<file path="config.mk">
export PLATFORM = sky130hd
export DESIGN_NAME = frame_bram_rd_arbiter
export DESIGN_NICKNAME = d
export VERILOG_FILES = /design/src/rtl/frame_bram_rd_arbiter.sv
export SDC_FILE = /design/constraint.sdc
export NUM_CORES = 1
export LEC_CHECK = 0
export ABC_AREA = 0
export CAP_MARGIN = 20
export CORE_ASPECT_RATIO = 1.4
export CORE_UTILIZATION = 38
export DETAILED_ROUTE_END_ITERATION = 16
export PLACE_DENSITY_LB_ADDON = 0.3
export SLEW_MARGIN = 10
export SYNTH_ARGS = -nofsm -noshare
export SYNTH_HDL_FRONTEND = slang
export SYNTH_SLANG_ARGS = --single-unit
</file>
<file path="constraint.sdc">
create_clock -name clk_ddr -period 2.32 [get_ports clk_ddr]
set_input_delay 0.464 -clock clk_ddr [delete_from_list [all_inputs] [get_ports clk_ddr]]
set_output_delay 0.464 -clock clk_ddr [all_outputs]
set_load 0.005 [all_outputs]
</file>
<file path="src/rtl/frame_bram_rd_arbiter.sv">
// -----------------------------------------------------------------------------
// frame_bram_rd_arbiter
//
// Shares the single frame BRAM read port between two burst-read requesters
// (port 0: VGA line fetcher, port 1: overlay/debug reader) in clk_ddr.
// A request is granted as a whole burst. The burst is then issued as
// sequential addresses, one per cycle. Each issued beat is tagged with its
// owner so the returned word, RD_LAT cycles later, is steered to the right
// response port. Responses may still be draining while the next burst is
// accepted and issued.
//
// Ports
//   clk_ddr, reset           clock, synchronous active-high reset
//   reqN_valid/ready         burst request handshake (ready is a 1-cycle pulse)
//   reqN_addr, reqN_len      burst start address and word count (0 means 1)
//   rspN_valid, rspN_last    per-port read data strobe and end-of-burst flag
//   rsp_data                 shared read data (frame_bram_data_in passthrough)
//   frame_bram_en_out/addr   BRAM read enable and address
//   frame_bram_data_in       BRAM read data, valid RD_LAT cycles after en
//   busy                     burst issuing or any read still in flight
//   grant_id                 owner of the current or most recent burst
// -----------------------------------------------------------------------------
module frame_bram_rd_arbiter #(
  parameter int ADDR_W       = 14,
  parameter int DATA_W       = 20,
  parameter int LEN_W        = 7,
  parameter int RD_LAT       = 2,
  parameter int PRIO0        = 0,
  parameter int STARVE_LIMIT = 16
) (
  input  logic              clk_ddr,
  input  logic              reset,
  input  logic              req0_valid,
  output logic              req0_ready,
  input  logic [ADDR_W-1:0] req0_addr,
  input  logic [LEN_W-1:0]  req0_len,
  output logic              rsp0_valid,
  output logic              rsp0_last,
  input  logic              req1_valid,
  output logic              req1_ready,
  input  logic [ADDR_W-1:0] req1_addr,
  input  logic [LEN_W-1:0]  req1_len,
  output logic              rsp1_valid,
  output logic              rsp1_last,
  output logic [DATA_W-1:0] rsp_data,
  output logic              frame_bram_en_out,
  output logic [ADDR_W-1:0] frame_bram_addr_out,
  input  logic [DATA_W-1:0] frame_bram_data_in,
  output logic              busy,
  output logic              grant_id
);

  localparam int STARVE_W = (STARVE_LIMIT < 1) ? 1 : $clog2(STARVE_LIMIT + 1);

  typedef enum logic {S_IDLE, S_ISSUE} state_t;

  state_t              r_state;
  logic                r_last;       // round-robin pointer: last port granted
  logic [STARVE_W-1:0] r_starve;     // cycles port 1 has waited (fixed priority)
  logic [LEN_W-1:0]    r_rem;        // beats still to issue after the current one
  logic                r_en;
  logic [ADDR_W-1:0]   r_addr;
  logic                r_grant;
  // One entry per pipeline stage of the BRAM read: {valid, owner, last}.
  logic [RD_LAT-1:0]   r_tag_v;
  logic [RD_LAT-1:0]   r_tag_id;
  logic [RD_LAT-1:0]   r_tag_last;

  logic                w_starved;
  logic                w_pick1;
  logic                w_idle;
  logic                w_acc0;
  logic                w_acc1;
  logic [ADDR_W-1:0]   w_addr_sel;
  logic [LEN_W-1:0]    w_len_sel;
  logic [LEN_W-1:0]    w_rem_init;
  logic                w_beat_last;

  // Winner selection looks only at requests and registered state, so ready
  // never depends on anything this block drives combinationally.
  // NOTE: every always_comb output gets a default first so no latch is inferred.
  always_comb begin
    w_starved  = 1'b0;
    w_pick1    = 1'b0;
    w_rem_init = '0;
    if (PRIO0 != 0) begin
      w_starved = (r_starve >= STARVE_W'(STARVE_LIMIT));
      w_pick1   = req1_valid && (!req0_valid || w_starved);
    end else begin
      // On a tie the port that did not win last time goes next.
      w_pick1   = req1_valid && (!req0_valid || !r_last);
    end
    w_len_sel  = w_pick1 ? req1_len  : req0_len;
    w_addr_sel = w_pick1 ? req1_addr : req0_addr;
    // A zero-length request still reads one word.
    if (w_len_sel != '0) w_rem_init = w_len_sel - LEN_W'(1);
  end

  // Reset is folded into ready so nothing is handshaken while the state is
  // being cleared.
  assign w_idle      = (r_state == S_IDLE) && !reset;
  assign w_acc0      = w_idle && req0_valid && !w_pick1;
  assign w_acc1      = w_idle && w_pick1;
  assign w_beat_last = r_en && (r_rem == '0);

  // NOTE: state is updated with non-blocking assignments only, so every
  // register below sees the pre-edge value of every other register.
  always_ff @(posedge clk_ddr) begin
    // NOTE: the tag pipeline is small flops, not a RAM, so it is reset; that
    // is what drops in-flight words when reset hits mid-burst.
    if (reset) begin
      r_state    <= S_IDLE;
      r_last     <= 1'b1;
      r_starve   <= '0;
      r_rem      <= '0;
      r_en       <= 1'b0;
      r_addr     <= '0;
      r_grant    <= 1'b0;
      r_tag_v    <= '0;
      r_tag_id   <= '0;
      r_tag_last <= '0;
    end else begin
      case (r_state)
        S_IDLE: begin
          if (w_acc0 || w_acc1) begin
            r_state <= S_ISSUE;
            r_en    <= 1'b1;
            r_addr  <= w_addr_sel;
            r_rem   <= w_rem_init;
            r_grant <= w_pick1;
            r_last  <= w_pick1;
          end
        end
        S_ISSUE: begin
          // Leaving here after the final beat gives the mandatory en=0 gap.
          if (r_rem == '0) begin
            r_state <= S_IDLE;
            r_en    <= 1'b0;
          end else begin
            r_addr  <= r_addr + 1'b1;   // wraps modulo 2^ADDR_W
            r_rem   <= r_rem - 1'b1;
          end
        end
        default: r_state <= S_IDLE;
      endcase

      for (int i = RD_LAT - 1; i > 0; i--) begin
        r_tag_v[i]    <= r_tag_v[i-1];
        r_tag_id[i]   <= r_tag_id[i-1];
        r_tag_last[i] <= r_tag_last[i-1];
      end
      r_tag_v[0]    <= r_en;
      r_tag_id[0]   <= r_grant;
      r_tag_last[0] <= w_beat_last;

      // Starvation guard: counts port 1 waiting time, saturating.
      if (PRIO0 == 0 || !req1_valid || w_acc1) begin
        r_starve <= '0;
      end else if (r_starve < STARVE_W'(STARVE_LIMIT)) begin
        r_starve <= r_starve + 1'b1;
      end
    end
  end

  assign req0_ready          = w_acc0;
  assign req1_ready          = w_acc1;
  assign frame_bram_en_out   = r_en;
  assign frame_bram_addr_out = r_addr;
  assign rsp_data            = frame_bram_data_in;
  assign rsp0_valid          = r_tag_v[RD_LAT-1] && !r_tag_id[RD_LAT-1];
  assign rsp1_valid          = r_tag_v[RD_LAT-1] &&  r_tag_id[RD_LAT-1];
  assign rsp0_last           = rsp0_valid && r_tag_last[RD_LAT-1];
  assign rsp1_last           = rsp1_valid && r_tag_last[RD_LAT-1];
  assign busy                = (r_state == S_ISSUE) || (|r_tag_v);
  assign grant_id            = r_grant;

endmodule

</file>
==> reports/metrics.cfg <==
[synth]
syn_inst = 310
synth_xor_area_frac = 0.0440
synthDistinctLibCells = 59
synth_compound_area_frac = 0.252
synth_enable_flop_cells = 0
synthMuxAreaShare = 0.0252
synth_fa_ha_area_frac = 0.0262
yosys_warnings = 0
synth_async_sr_flop_share = 0
synth_top_family_by_area = simple AND/OR/NAND/NOR gates
synth-seq-cells = 31
synth_flop_cell = dfxtp_1
avgSynthCellArea_sq_um = 7.70
synth_nets = 381
synthSimpleGateAreaFrac = 0.268
synth.largest_area_cell = dfxtp_1
yosys.area.top_type_share = 0.260
synth_area_leaders = dfxtp_1 26%, buf_4 6.3%, nor2_1 5.8%
syn_area_sq_um = 2390
seq_area_frac_synth = 0.260

[floorplanning]
num_rows = 33
io_pins = 109
start_util = 0.402
dieArea_sq_um = 6610
die_y_um = 95.8
core-area_sq_um = 5950
die_width_um = 69.0

[timing]
max_freq_mhz = 449
setup_ws_ns = 0.0923
hold_violations = 0
slew_violations = 0
timing.final.crit_share = 0.960
setup_viol = 0
setup_tns_ns = 0
finalClockSkew_ns = 0.00456
tightest_slew_ns = 0.467
maxSlewHeadroom = 0.688
post-route-min-period_ns = 2.23

[clock_network]
worstSkewPairLatency_ns = 0.28
clkTransAtPathRegs_ns = 0.06
cts.path.max_buffers = 2
cts_tree = done
cts_setup_buffers = 0
cts_hold_buf = 0
cts_made_buffers = 5
h-tree-depth = 2
clock-sinks = 31
cts_root_buf = clkbuf_8

[final_layout]
instances_no_fill = 456
layout-drive-gt1-share = 0.197
n_antenna_cell = 0
fin_nets = 457
most-common-layout-cells = 66 x clkdlybuf4s50_1, 36 x nor2_1, 36 x buf_4
areaGrowthSynthToFinish_pct = 40.0
fin_area_sq_um = 3340
final_common_cell = clkdlybuf4s50_1

[critical_path]
slowest_delay_ns = 0.52
cp_top_family = buffers and inverters
endpoint_kind = flop
reg2reg_to = r_rem[5]
worst_setup_path_start_kind = input port
cp.required_ns = 2.48
crit_cells = 10
r2r_cells = 8
crit_arrival_ns = 2.39
critical_path_class = in2reg
cp-startpoint = req0_valid
r2r_start = r_rem[0]
critPathMaxFanout = 3
critPathBufInv = 2
endpoint = r_rem[4]
crit_chain = clkdlybuf4s50_1, a21bo_4, mux2i_4, ha_2, nand2b_1, buf_4, nor2_1, nor4_1, a211oi_1, a211oi_2
crit_slowest_cell = clkdlybuf4s50_1
timing.reg2reg.setup_slack_ns = 0.32

[placement]
gp_congestion = 0.832
pre_cts_ws_ns = -0.292
io_buffers = 68
post_dp_cell_area_sq_um = 3210
dp_cells = 449
hpwl_um = 5370

[global_routing]
grt_pass1_vias = 2396
grt_overflow = 0
antenna_found_initial = 0
grt_pass1_wl_um = 11000
grt_start_max_net_pins = 26
grt_usage = 0.224

[job]
cap_violations = 0

[pwr]
power.share.clock = 0.160
p_per_area_nw_per_um2 = 815
power_frac_seq = 0.313
p_leak_nw = 1.28
p_total_w = 0.00272
vdd_ir_drop_max_uv = 359
comb_power_share = 0.526
swShare = 0.400
power.switching_w = 0.00109
p_int_w = 0.00163

[routing]
via_per_inst = 5.56
drt-total-wl_um = 6900
antenna_left = 0
drc = 0
first_iter_violations = 99
drtPass1Iterations = 4
wl_per_cell_um = 15.1
vias = 2535

[worst_hold_path]
min-delay-path-class = reg2reg

[outcome]
status = finished, final reports clean

==> logic make-up (layout without fill, tap and decap cells) <==
kind of cell             after synthesis  count (layout)
flip-flops                            31              31
XOR/XNOR                              12              12
adder cells (fa/ha/maj)                5               5
multiplexers                           6               6
buffers and inverters                 49             125
AND/OR/NAND/NOR                      128             128
AO/OA/AOI/OAI                         79              79
==> Yosys cell counts, types with 4 or more instances <==
cell type,count
xnor2_1,11
inv_1,13
and3_1,6
buf_2,6
a221oi_1,4
clkbuf_1,4
nor4_1,5
nand2b_1,5
buf_4,20
nor2b_1,7
mux2i_1,6
dfxtp_1,31
nand3_1,7
nand2_1,30
o22ai_1,6
ha_1,5
o21ai_0,12
a31o_2,4
a211oi_1,7
nor2_1,37
buf_6,4
nor3_1,12
a21oi_1,14
==> through the flow <==
stage          hold WS (ns)   util
2_1_floorplan         0.414      -
3_3_place_gp          0.416  0.540
3_5_place_dp          0.425  0.540
4_1_cts               0.439  0.555
5_1_grt               0.463  0.562
6_report              0.436  0.562
==> metal layers <==
layer | vias to the layer above | wire (um) | GRT usage
met5 | - | 0 | 0
met4 | 0 | 252 | 0.112
met3 | 21 | 212 | 0.0367
met2 | 72 | 3700 | 0.409
met1 | 1198 | 2740 | 0.239
li1 | 1244 | - | -
==> cell type report <==
type | count | area [sq um]
fillers | 579 | 2600
clock inverters | 1 | 5.00
inverters | 13 | 48.8
repair buffers | 105 | 960
flip-flops and latches | 31 | 621
well taps | 70 | 87.6
multi-input cells | 230 | 1540
clock buffers | 6 | 82.6
==> state kept, by name, indices dropped and copies added (netlist names) <==
signal               flops
grant_id                 1
r_rem                    7
r_tag_last               2
r_tag_id                 2
r_state                  1
frame_bram_addr_out     14
r_last                   1
r_tag_v                  2
frame_bram_en_out        1
==> power by group through the flow <==
stage | logic (W) | clock network (W) | registers (W)
detailed placement | 0.00139 | 0 | 0.000862
finish | 0.00143 | 0.000437 | 0.000853
global route | 0.00159 | 0.000470 | 0.000873
global placement | 0.00138 | 0 | 0.000858
CTS | 0.00140 | 0.000443 | 0.000851
floorplan | 0.000893 | 0 | 0.000830
==> worst min path at each step <==
stage | from | endpoint | depth (start not counted)
floorplan | r_tag_id[0] | r_tag_id[1] | 1
global placement | r_tag_id[0] | r_tag_id[1] | 1
detailed placement | r_tag_id[0] | r_tag_id[1] | 1
CTS | r_tag_id[0] | r_tag_id[1] | 1
global route | r_tag_last[0] | r_tag_last[1] | 1
finish | r_tag_id[0] | r_tag_id[1] | 1
==> repair_timing <==
| action | CTS | global route |
|---|---|---|
| gates resized for setup | 5 | 8 |
| endpoints found under the setup margin | 2 | 6 |
| pin swaps | 1 | 1 |
Power figures use the tool's default switching activity.
